`config.mk`:
```
export PLATFORM = sky130hd
export DESIGN_NAME = div_unit
export DESIGN_NICKNAME = d
export VERILOG_FILES = /design/src/rtl/div_pkg.sv /design/src/rtl/div_step.sv /design/src/rtl/div_unit.sv
export SDC_FILE = /design/constraint.sdc
export NUM_CORES = 1
export LEC_CHECK = 0
export ABC_CLOCK_PERIOD_IN_PS = 4800
export CAP_MARGIN = 20
export CORE_MARGIN = 3
export CORE_UTILIZATION = 45
export CTS_CLUSTER_DIAMETER = 60
export DETAILED_ROUTE_END_ITERATION = 8
export GPL_ROUTABILITY_DRIVEN = 0
export PLACE_DENSITY = 0.73
export SLEW_MARGIN = 20
export SYNTH_ARGS = -nofsm -noshare
export SYNTH_HDL_FRONTEND = slang
export SYNTH_SLANG_ARGS = --single-unit
```
`constraint.sdc`:
```
create_clock -name clk -period 4.8 [get_ports clk]
set_clock_uncertainty 0.2 [all_clocks]
set_input_delay 0.48 -clock clk [delete_from_list [all_inputs] [get_ports clk]]
set_output_delay 0.48 -clock clk [all_outputs]
set_load 0.01 [all_outputs]
```
`src/rtl/div_pkg.sv`:
```
// Shared definitions for the multi-cycle divider: FSM state encoding,
// handshake levels and the ALU-op codes that select DIV/DIVU in EX.
package div_pkg;

  localparam logic [7:0] ExeDivOp  = 8'b0001_1010;
  localparam logic [7:0] ExeDivuOp = 8'b0001_1011;

  typedef enum logic [1:0] {
    DivFree   = 2'b00,
    DivByZero = 2'b01,
    DivOn     = 2'b10,
    DivEnd    = 2'b11
  } div_state_e;

  localparam logic DivResultReady    = 1'b1;
  localparam logic DivResultNotReady = 1'b0;
  localparam logic DivStart          = 1'b1;
  localparam logic DivStop           = 1'b0;

endpackage

```
`src/rtl/div_step.sv`:
```
// One restoring-division iteration: shift the next dividend bit into the
// partial remainder, trial-subtract the divisor, keep the difference on no borrow.
module div_step #(
  parameter int WIDTH = 32
) (
  input  logic [WIDTH:0]   rem_i,
  input  logic             dividend_msb_i,
  input  logic [WIDTH-1:0] divisor_i,
  output logic [WIDTH:0]   rem_o,
  output logic             q_bit_o
);

  logic [WIDTH:0]   shifted;
  logic [WIDTH+1:0] diff;
  logic             unused_rem_msb;

  // rem_i < divisor always holds, so its top bit is zero and drops out of the shift
  assign unused_rem_msb = rem_i[WIDTH];
  assign shifted        = {rem_i[WIDTH-1:0], dividend_msb_i};
  assign diff           = {1'b0, shifted} - {2'b00, divisor_i};
  assign q_bit_o        = ~diff[WIDTH+1];
  assign rem_o          = q_bit_o ? diff[WIDTH:0] : shifted;

endmodule

```
`src/rtl/div_unit.sv`:
```
// Multi-cycle signed/unsigned divider; states: FREE idle/accept | BY_ZERO divisor 0 |
// ON one quotient bit per clock | END result held until start_i drops.
module div_unit
  import div_pkg::*;
#(
  parameter int WIDTH = 32,
  parameter int CNT_W = $clog2(WIDTH) + 1
) (
  input  logic               clk,
  input  logic               rst,
  input  logic               signed_div_i,
  input  logic [WIDTH-1:0]   opdata1_i,
  input  logic [WIDTH-1:0]   opdata2_i,
  input  logic               start_i,
  input  logic               annul_i,
  output logic [2*WIDTH-1:0] result_o,
  output logic               ready_o
);

  localparam logic [CNT_W-1:0] CntLast = CNT_W'(WIDTH - 1);

  div_state_e         state_q, state_d;
  logic [CNT_W-1:0]   cnt_q, cnt_d;
  logic [WIDTH-1:0]   dvd_q, dvd_d;
  logic [WIDTH-1:0]   dvs_q, dvs_d;
  logic [WIDTH:0]     rem_q, rem_d;
  logic               mode_q, mode_d;
  logic               sign_a_q, sign_a_d;
  logic               sign_b_q, sign_b_d;
  logic [2*WIDTH-1:0] result_q, result_d;
  logic               ready_q, ready_d;

  logic [WIDTH:0]     rem_nxt;
  logic               q_bit;
  logic [WIDTH-1:0]   dvd_nxt;
  logic [WIDTH-1:0]   op1_abs, op2_abs;
  logic [WIDTH-1:0]   quot_fix, rem_fix;

  div_step #(.WIDTH(WIDTH)) u_step (
    .rem_i          (rem_q),
    .dividend_msb_i (dvd_q[WIDTH-1]),
    .divisor_i      (dvs_q),
    .rem_o          (rem_nxt),
    .q_bit_o        (q_bit)
  );

  // Quotient bits fill the dividend register from the bottom as it shifts out
  assign dvd_nxt  = {dvd_q[WIDTH-2:0], q_bit};
  assign op1_abs  = (signed_div_i && opdata1_i[WIDTH-1]) ? -opdata1_i : opdata1_i;
  assign op2_abs  = (signed_div_i && opdata2_i[WIDTH-1]) ? -opdata2_i : opdata2_i;
  assign quot_fix = (mode_q && (sign_a_q ^ sign_b_q)) ? -dvd_nxt : dvd_nxt;
  assign rem_fix  = (mode_q && sign_a_q) ? -rem_nxt[WIDTH-1:0] : rem_nxt[WIDTH-1:0];

  always_ff @(posedge clk) begin
    if (!rst) begin
      state_q  <= DivFree;
      cnt_q    <= '0;
      dvd_q    <= '0;
      dvs_q    <= '0;
      rem_q    <= '0;
      mode_q   <= 1'b0;
      sign_a_q <= 1'b0;
      sign_b_q <= 1'b0;
      result_q <= '0;
      ready_q  <= DivResultNotReady;
    end else begin
      state_q  <= state_d;
      cnt_q    <= cnt_d;
      dvd_q    <= dvd_d;
      dvs_q    <= dvs_d;
      rem_q    <= rem_d;
      mode_q   <= mode_d;
      sign_a_q <= sign_a_d;
      sign_b_q <= sign_b_d;
      result_q <= result_d;
      ready_q  <= ready_d;
    end
  end

  always_comb begin
    state_d  = state_q;
    cnt_d    = cnt_q;
    dvd_d    = dvd_q;
    dvs_d    = dvs_q;
    rem_d    = rem_q;
    mode_d   = mode_q;
    sign_a_d = sign_a_q;
    sign_b_d = sign_b_q;
    result_d = result_q;
    ready_d  = DivResultNotReady;
    unique case (state_q)
      DivFree: begin
        if (start_i == DivStart && !annul_i) begin
          if (opdata2_i == '0) begin
            state_d = DivByZero;
          end else begin
            state_d  = DivOn;
            dvd_d    = op1_abs;
            dvs_d    = op2_abs;
            rem_d    = '0;
            cnt_d    = '0;
            mode_d   = signed_div_i;
            sign_a_d = opdata1_i[WIDTH-1];
            sign_b_d = opdata2_i[WIDTH-1];
          end
        end
      end
      DivByZero: begin
        if (annul_i) begin
          state_d = DivFree;
        end else begin
          state_d  = DivEnd;
          result_d = '0;
          ready_d  = DivResultReady;
        end
      end
      DivOn: begin
        if (annul_i) begin
          state_d  = DivFree;
          result_d = '0;
        end else begin
          rem_d = rem_nxt;
          dvd_d = dvd_nxt;
          if (cnt_q == CntLast) begin
            cnt_d    = '0;
            state_d  = DivEnd;
            result_d = {rem_fix, quot_fix};
            ready_d  = DivResultReady;
          end else begin
            cnt_d = cnt_q + CNT_W'(1);
          end
        end
      end
      DivEnd: begin
        if (start_i == DivStop) begin
          state_d  = DivFree;
          result_d = '0;
        end else begin
          ready_d = DivResultReady;
        end
      end
      default: state_d = DivFree;
    endcase
  end

  assign result_o = result_q;
  assign ready_o  = ready_q;

endmodule

```
### Yosys cells after proc, flatten, opt, wreduce, memory -nomap -nowiden

Cells that the tools add are included.
Widths: inputs -> output; s select.

* register bits: 172
* input bits: 69
* output and inout bits: 65
* word-level logic and storage cells: 78

* add/subtract/negate cells: 6
* equal/unequal tests: 10
* muxes and demuxes: 35
* bitwise operators: 3
* reductions and logical operators: 14

Operators by type and width (count)
* $mux 32: 11
* $mux 64: 4
* $pmux 64 s3: 1
* $neg 32->32: 4
* $pmux 32 s2: 2
* $sub 33x32->34: 1
* $logic_not 32->1: 1
* $mux 6: 4
* $mux 2: 6
* $pmux 6 s2: 1
* $ne 2x2->1 const B: 5
* $pmux 2 s4: 1
* $reduce_and 4->1: 2
* $add 6x1->6 const B: 1
* $eq 6x5->1 const B: 1
* $reduce_and 3->1: 2
* $logic_and 1x1->1: 5
* $eq 2x2->1 const B: 2
* $mux 1: 4
* $ne 3x3->1 const B: 1
* $pmux 1 s3: 1
* $reduce_bool 3->1: 1
* $eq 2x1->1 const B: 1
* $logic_not 2->1: 1
* other kinds (4): 5

### Logic depth before layout (Yosys ltp)

Gate-level depths: netlist of the first run.

* word-level depth: 7
* mapped depth: 23
* depth with buffers taken out: 19

### By module

From an unflattened synthesis of the first run, not the netlist that was laid out.

* cells, all modules: 1496
* area total of the unflattened synthesis: 11389.7 µm²

Modules (own cells, without submodules)
* div_unit: instances 1, cells an instance 1126, area an instance 9011.1 µm², seq. area each 3463.3 µm²
* div_step: instances 1, cells an instance 370, area an instance 2378.5 µm², seq. area each 0.0 µm²

### Least setup slack after synthesis of the first run

No wires, ideal clock.

* path kind: register to register
* start: reg dvs_q[1]
* end: reg result_q[60], in the netlist result_o[60]
* setup time: 0.126 ns
* arrival time: 4.151 ns
* required time: 4.474 ns
* setup slack: 0.324 ns
* stages on the path, launching flop included: 18
* buffers on the path: 3
* cell sequence: dfxtp_1 inv_1 ha_1 nor2b_1 o2111ai_2 a2111oi_2 o31ai_4 nand2_4 buf_2 buf_2 buf_2 mux2i_1 ha_1 o21a_1 nand4_4 or4_4 a22oi_1 o21ai_1

* cells in the longest elaborated chain, start to end: 7

RTL lines
* start: declaration: line div_unit.sv:25 `logic [WIDTH-1:0] dvs_q, dvs_d;`
* start signal: assignment: line div_unit.sv:70 `dvs_q <= dvs_d;`
* $sub 33x32->34 (*): line div_step.sv:20 `assign diff = {1'b0, shifted} - {2'b00, divisor_i};`
* $mux 32 (*): line div_step.sv:22 `assign rem_o = q_bit_o ? diff[WIDTH:0] : shifted;`
* $neg 32->32: line div_unit.sv:52 `assign rem_fix = (mode_q && sign_a_q) ? -rem_nxt[WIDTH-1:0] : rem_nxt[WIDTH-1:0];`
* $mux 32 (*): line div_unit.sv:52
* $mux 64 (*): line div_unit.sv:124 `if (cnt_q == CntLast) begin`
* $mux 64 (*): line div_unit.sv:118 `if (annul_i) begin`
* $pmux 64 s3 (*): line div_unit.sv:91 `unique case (state_q)`
* end signal: assignment: line div_unit.sv:75 `result_q <= result_d;`
* end: declaration: line div_unit.sv:30 `logic [2*WIDTH-1:0] result_q, result_d;`

Every way passes the cells marked *; elsewhere a longest branch is shown, timed or not. The select of a mux whose other input is x is not followed.
A chain may end at the register's enable or synchronous reset.

### Worst setup path in the final report of the first run

* start: reg dvs_q[4]
* end: reg result_q[48], in the netlist result_o[48]

Same word-level chain as after synthesis.

==> run metrics, run 1 <==
status completed; reg-to-reg endpoint result_o[48]; part of the cycle the worst path needs between 90% and 100%; final net count 1767; # resized after CTS 0; Synth area leaders dfxtp_1 (29%), nand2_1 (7.5%), a21oi_1 (5.3%); clk buf depth 2; Die Ht ~170 um; clk_lat worst skew 0.44 ns; post-synthesis compound-gate area fraction 27.1%; Routed WL about 36 mm; Leakage between 5 and 6 nW; Post-synth EDFFs 0; Tot Pwr about 6.4 mW; met1 global-route usage about a third; GR Util met3 3.84%; fin crit period around 4.4 ns; Seq cells post-synth 172; Initial Utilization a little under half; die area around 29000 um2; cts bufs inserted 17; # rows slightly below 60; Hold Path Stages 2; Root Driver clkbuf_16; Placed Cells just under 2k; worst min-delay path startpoint result_o[59]; Synthesized Nets between 1.5k and 2k; router iterations before antenna repair 6; PortBufs roughly 130; worst reg-to-reg path cell count 15; worst hold slack about 0.25 ns; M2 GR Usage roughly 37%; busiest grt layer met2; initial antenna violation count 1; dpl cell area approximately 14000 um2; r2r startpoint dvs_q[4]; Synth top area share 28.7%; Via density roughly 5.9; post-synthesis xor/xnor area fraction a little over a tenth; cell taking the most area after synthesis dfxtp_1; CP startpoint kind flip-flop; first-pass GRT wire length roughly 57 mm; Synth Flop Type dfxtp_1; combinational family with the most area after synthesis compound AO/OA/AOI/OAI gates; internal power approximately 3.5 mW; fin util 54.0%; Max Freq between 200 and 250 MHz; GRT Util Overall between 20% and 30%; largest net degree at the start of global routing just under 70; multiplexer area fraction after synthesis around 1.9%; Core ar. ~26000 um2; most frequent cell after synthesis nand2_1; Cell variety after synth 95; synthesized area approximately 12000 um2; switching pwr 2.87 mW; simple-gate share of the synthesized area 22.0%; maximum single-stage delay on the critical path around 0.68 ns; Worst Hold Class reg2reg; layout cell share with drive strength beyond 1 6.17%; worst path cell trace inv_1, ha_1, o2111ai_2, a2111oi_2, o31ai_4, nand2_4, mux2i_1, ha_1, nand2_1, o31ai_1, and2_1, nand2_1, o21ai_0, xnor2_1, o21ai_0; Post-DRT Antenna Nets 0; CP endpoint kind flip-flop; peak supply drop 0.000259 V; Hold Path End result_o[59]; CTS tree yes; unrepaired setup endpoints after global routing no; Final Non-Filler Cells roughly 2k; register-to-register setup slack about 0.37 ns; synthesized instance count roughly 1.6k; data arrival time of the critical path ~4.5 ns; Seq/Total Area, Yosys 28.7%; Synth Area per Inst around 7.6 um2; Gate power share 50.9%; setup TNS 0 ns; Hold Violations, Final 0; Yosys warnings 0; switching share of power 44.9%; H-Tree Depth 4; Worst Slack Setup Final 0.369 ns; PwrDens approximately 450 nW/um2; Worst EP required 4.91 ns; Setup Crit Path Kind reg2reg; Flop pwr share 26.6%; # Max-Cap Violations 0; number of setup buffers added after CTS 0; Post-synth ARST share 0%; vias in the first global route 10.8k; Die W 169 um; 1st-iter DRT viols roughly 1.4k; # IOs 134; normalized max-slew margin just under 30%; # setup viols final 0; worst-margin pin slew 1.06 ns; Vias about 12k; fin. max-slew vios 0; Clock power frac a little under a quarter; adder-cell area share of the yosys netlist under 10%; DRC 0; top cells by count, synth nand2_1 (239), dfxtp_1 (172), nor2_1 (136); clk sinks ~170; Hold-fix buffers, CTS 0; Worst-path clk slew 0.07 ns; Final Cell Area roughly 14000 um2; Setup WS pre-CTS around 0.47 ns; Area growth syn-to-layout 17.8%; crit path max-delay cell type a2111oi_2; CP max FO 12; Avg WL per Cell 18.0 um; Congestion Overflow GR 0; hpwl dp about 27 mm
[how the worst max path moves through the flow]
stage / from / to / depth (start not counted)
6_report: dvs_q[4] / result_o[48] / 15
5_1_grt: dvs_q[4] / result_o[48] / 16
4_1_cts: dvs_q[4] / result_o[60] / 13
3_5_place_dp: dvs_q[4] / result_o[60] / 13
3_3_place_gp: dvs_q[4] / result_o[60] / 12
2_1_floorplan: dvs_q[1] / result_o[60] / 17
[layer usage]
metal  part of all wire (%)  wire, um
met4                    3.0      1090
met5                      0         0
met1                     46     16500
met2                     43     15600
met3                    8.0      2880
[cell type report]
type	count	area (um2)
fillers	2436	12000
multi-input cells	1252	7920
flip-flops and latches	172	3440
repair buffers	156	1510
clock buffers	19	453
well taps	335	419
inverters	57	216
clock inverters	13	155
diodes	1	2.50
[layout by cell type (no fill, tap or decap), types with 14 or more instances in the layout]
cell / Yosys / routed
nand2_1: 239 / 239
dfxtp_1: 172 / 172
nor2_1: 136 / 135
clkdlybuf4s50_1: 0 / 132
a21oi_1: 126 / 126
o21ai_0: 125 / 125
xnor2_1: 72 / 72
xor2_1: 71 / 71
inv_1: 55 / 55
a22oi_1: 44 / 44
ha_1: 41 / 40
nor3_1: 29 / 29
and2_1: 28 / 28
o31ai_1: 28 / 28
o211a_1: 25 / 25
buf_4: 8 / 22
a211oi_1: 20 / 20
mux2i_1: 18 / 18
nand3_1: 17 / 17
clkbuf_16: 0 / 17
or3_1: 15 / 15
or4_1: 14 / 14
[critical path, delay by kind of cell, from the launching register on]
kind / cells / cell delay (ns)
simple gates: 4 / 0.58
fa+ha+maj: 2 / 0.82
xor+xnor: 1 / 0.16
mux: 1 / 0.34
buf+inv: 1 / 0.04
flops: 1 / 0.33
compound gates: 6 / 1.84
[cells by family after synthesis]
| logic type | count (synthesis) |
|---|---|
| AO/OA/AOI/OAI | 486 |
| buffers and inverters | 150 |
| flip-flops | 172 |
| multiplexers | 22 |
| AND/OR/NAND/NOR | 559 |
| XOR/XNOR | 143 |
| adder cells (fa/ha/maj) | 42 |
[power by group through the flow]
stage / clock network, mW / logic, mW / registers (mW)
floorplan: 0 / 2.37 / 1.68
global placement: 0 / 3.11 / 1.72
detailed placement: 0 / 3.15 / 1.73
CTS: 1.46 / 3.18 / 1.69
global route: 1.52 / 3.54 / 1.72
finish: 1.44 / 3.25 / 1.70
[flip-flops by register name, indices dropped and copies added (netlist names), 2 cells and up]
name	count
cnt_q	6
dvd_q	32
dvs_q	32
rem_q	32
result_o	64
state_q	2
Note: power is estimated with default switching activity, not from simulation.
==> run 2, diff against run 1 <==
--- a/config.mk
+++ b/config.mk
@@ -12,7 +12,9 @@
 export CTS_CLUSTER_DIAMETER = 60
 export DETAILED_ROUTE_END_ITERATION = 8
 export GPL_ROUTABILITY_DRIVEN = 0
+export GPL_TIMING_DRIVEN = 0
 export PLACE_DENSITY = 0.73
+export SKIP_CTS_REPAIR_TIMING = 1
 export SLEW_MARGIN = 20
 export SYNTH_ARGS = -nofsm -noshare
 export SYNTH_HDL_FRONTEND = slang
==> run metrics, run 2 (synthesis results as in run 1) <==
peak supply drop 0.000279 V (+7.5%); Routed WL 39.6 mm (+10%); Placed Cells 2041 (+3.5%); Worst Hold Class reg2reg; Clock power frac 22.8% (+0.2 points); M2 GR Usage 42.1% (+4.8 points); status completed; clk buf depth 2 (unchanged); Vias 12.5k (+4.8%); register-to-register setup slack 0.16 ns (-0.21 ns); Flop pwr share 25.4% (-1.2 points); final net count 1842 (+4.2%); max FFs per register 64 (unchanged); Worst EP required 4.98 ns (+0.07 ns); commonest non-fill, non-tap cell in the layout nand2_1; reg-to-reg endpoint result_o[60]; Max Freq 216 MHz (-4.4%); # IOs 134 (unchanged); CP endpoint kind flip-flop; vias in the first global route 11.7k (+7.7%); Worst-path clk slew 0.07 ns (about the same); clk sinks 172 (unchanged); Root Driver clkbuf_16; switching share of power 45.1% (+0.16 points); largest net degree at the start of global routing 17 (-75%); initial antenna violation count 1 (unchanged); router iterations before antenna repair 6 (unchanged); first-pass GRT wire length 62.1 mm (+9.1%); GR Util met3 4.15% (+0.30 points); # rows 59 (unchanged); clk_lat worst skew 0.44 ns (about the same); Via density 6.01 (+1.0%); # Max-Cap Violations 0 (unchanged); most frequent cells in the layout nand2_1 (239), dfxtp_1 (169), nor2_1 (136), clkdlybuf4s50_1 (132); H-Tree Depth 4 (unchanged); PortBufs 132 (-0.75%); worst hold slack 0.249 ns (-0.00141 ns); hpwl dp 30.5 mm (+12%); r2r startpoint dvs_q[20]; DRC 0 (unchanged); Setup WS pre-CTS -0.661 ns (-1.13 ns); worst reg-to-reg path cell count 18 (+3); CP max FO 10 (-2); cts bufs inserted 17 (unchanged); Die Ht 169 um (unchanged); Gate power share 51.8% (+0.9 points); switching pwr 3.04 mW (+5.9%); Congestion Overflow GR 0 (unchanged); busiest grt layer met2; Hold Path Stages 2 (unchanged); internal power 3.71 mW (+5.2%); Worst Slack Setup Final 0.164 ns (-0.205 ns); Die W 169 um (unchanged); data arrival time of the critical path 4.82 ns (+0.28 ns); Hold Path End result_o[62]; fin crit period 4.64 ns (+0.205 ns); fin. max-slew vios 0 (unchanged); worst-margin pin slew 1.04 ns (-0.0209 ns); CP startpoint kind flip-flop; Leakage 5.59 nW (+2.7%); die area 28600 um2 (unchanged); worst min-delay path startpoint result_o[62]; CTS tree yes; Hold Violations, Final 0 (unchanged); normalized max-slew margin 30.7% (+1.4 points); layout cell share with drive strength beyond 1 7.22% (+1.1 points); PwrDens 464 nW/um2 (+2.5%); Initial Utilization 45.9% (unchanged); part of the cycle the worst path needs 96.6% (+4.3 points); Avg WL per Cell 19.1 um (+6.0%); Tot Pwr 6.74 mW (+5.5%); Area growth syn-to-layout 21.3%; # setup viols final 0 (unchanged); 1st-iter DRT viols 1327 (-3.3%); met1 global-route usage 38.3% (+3.0 points); Final Non-Filler Cells 2080 (+3.7%); GRT Util Overall 26.9% (+2.5 points); Post-DRT Antenna Nets 0 (unchanged); Core ar. 26100 um2 (unchanged); Setup Crit Path Kind reg2reg
==> run 2: per-layer routing <==
metal / wire length [um] / up-vias
li1: - / 5926
met1: 17400 / 5920
met2: 17700 / 579
met3: 3550 / 78
met4: 949 / 0
met5: 0 / -
==> run 2: worst max path at each step <==
| stage | from | endpoint | slack (ns) | depth (start not counted) |
|---|---|---|---|---|
| after floorplan | dvs_q[1] | result_o[60] | 0.32 | 17 |
| after global placement | rem_q[7] | result_o[30] | -0.69 | 18 |
| after detailed placement | rem_q[7] | result_o[30] | -0.66 | 18 |
| after CTS | rem_q[7] | result_o[48] | -0.75 | 19 |
| after global routing | dvs_q[20] | result_o[60] | -0.01 | 18 |
| final | dvs_q[20] | result_o[60] | 0.16 | 18 |
==> run 2: layout make-up <==
type | instances | area, um2
fillers | 2459 | 11600
repair buffers | 139 | 1370
plain buffers | 92 | 450
inverters | 57 | 216
clock inverters | 14 | 206
flip-flops and latches | 172 | 3450
diodes | 1 | 2.50
well taps | 335 | 419
clock buffers | 18 | 439
multi-input cells | 1252 | 7990
==> run 2: power by group through the flow <==
| stage | clock [mW] | combinational, mW | sequential (mW) |
|---|---|---|---|
| 3_5_place_dp | 0 | 3.24 | 1.73 |
| 5_1_grt | 1.60 | 3.78 | 1.72 |
| 6_report | 1.54 | 3.49 | 1.71 |
| 3_3_place_gp | 0 | 3.19 | 1.73 |
| 2_1_floorplan | 0 | 2.37 | 1.68 |
| 4_1_cts | 1.54 | 3.27 | 1.70 |
==> run 2: through the flow <==
step | setup TNS [ns] | instance area, um2 | util [%]
2_1_floorplan | 0 | 12000 | -
4_1_cts | -11.04 | 14400 | 55.0
3_3_place_gp | -9.01 | 13700 | 52.5
6_report | 0 | 14500 | 55.6
3_5_place_dp | -8.85 | 13700 | 52.5
5_1_grt | -0.0124 | 14500 | 55.6
==> run 2: worst max-delay path, cell delays in order (launching register included) <==
cell      delay, ns
dfxtp_1        0.33
inv_1          0.11
ha_1           0.30
buf_2          0.22
nand2_1        0.13
o21ai_2        0.24
a211oi_2       0.11
o31a_2         0.34
nand2_4        0.16
buf_6          0.20
buf_6          0.19
buf_6          0.19
mux2i_4        0.28
ha_2           0.25
o21a_2         0.23
nand4_4        0.17
or4_4          0.60
o21a_1         0.20
o21ai_1        0.10
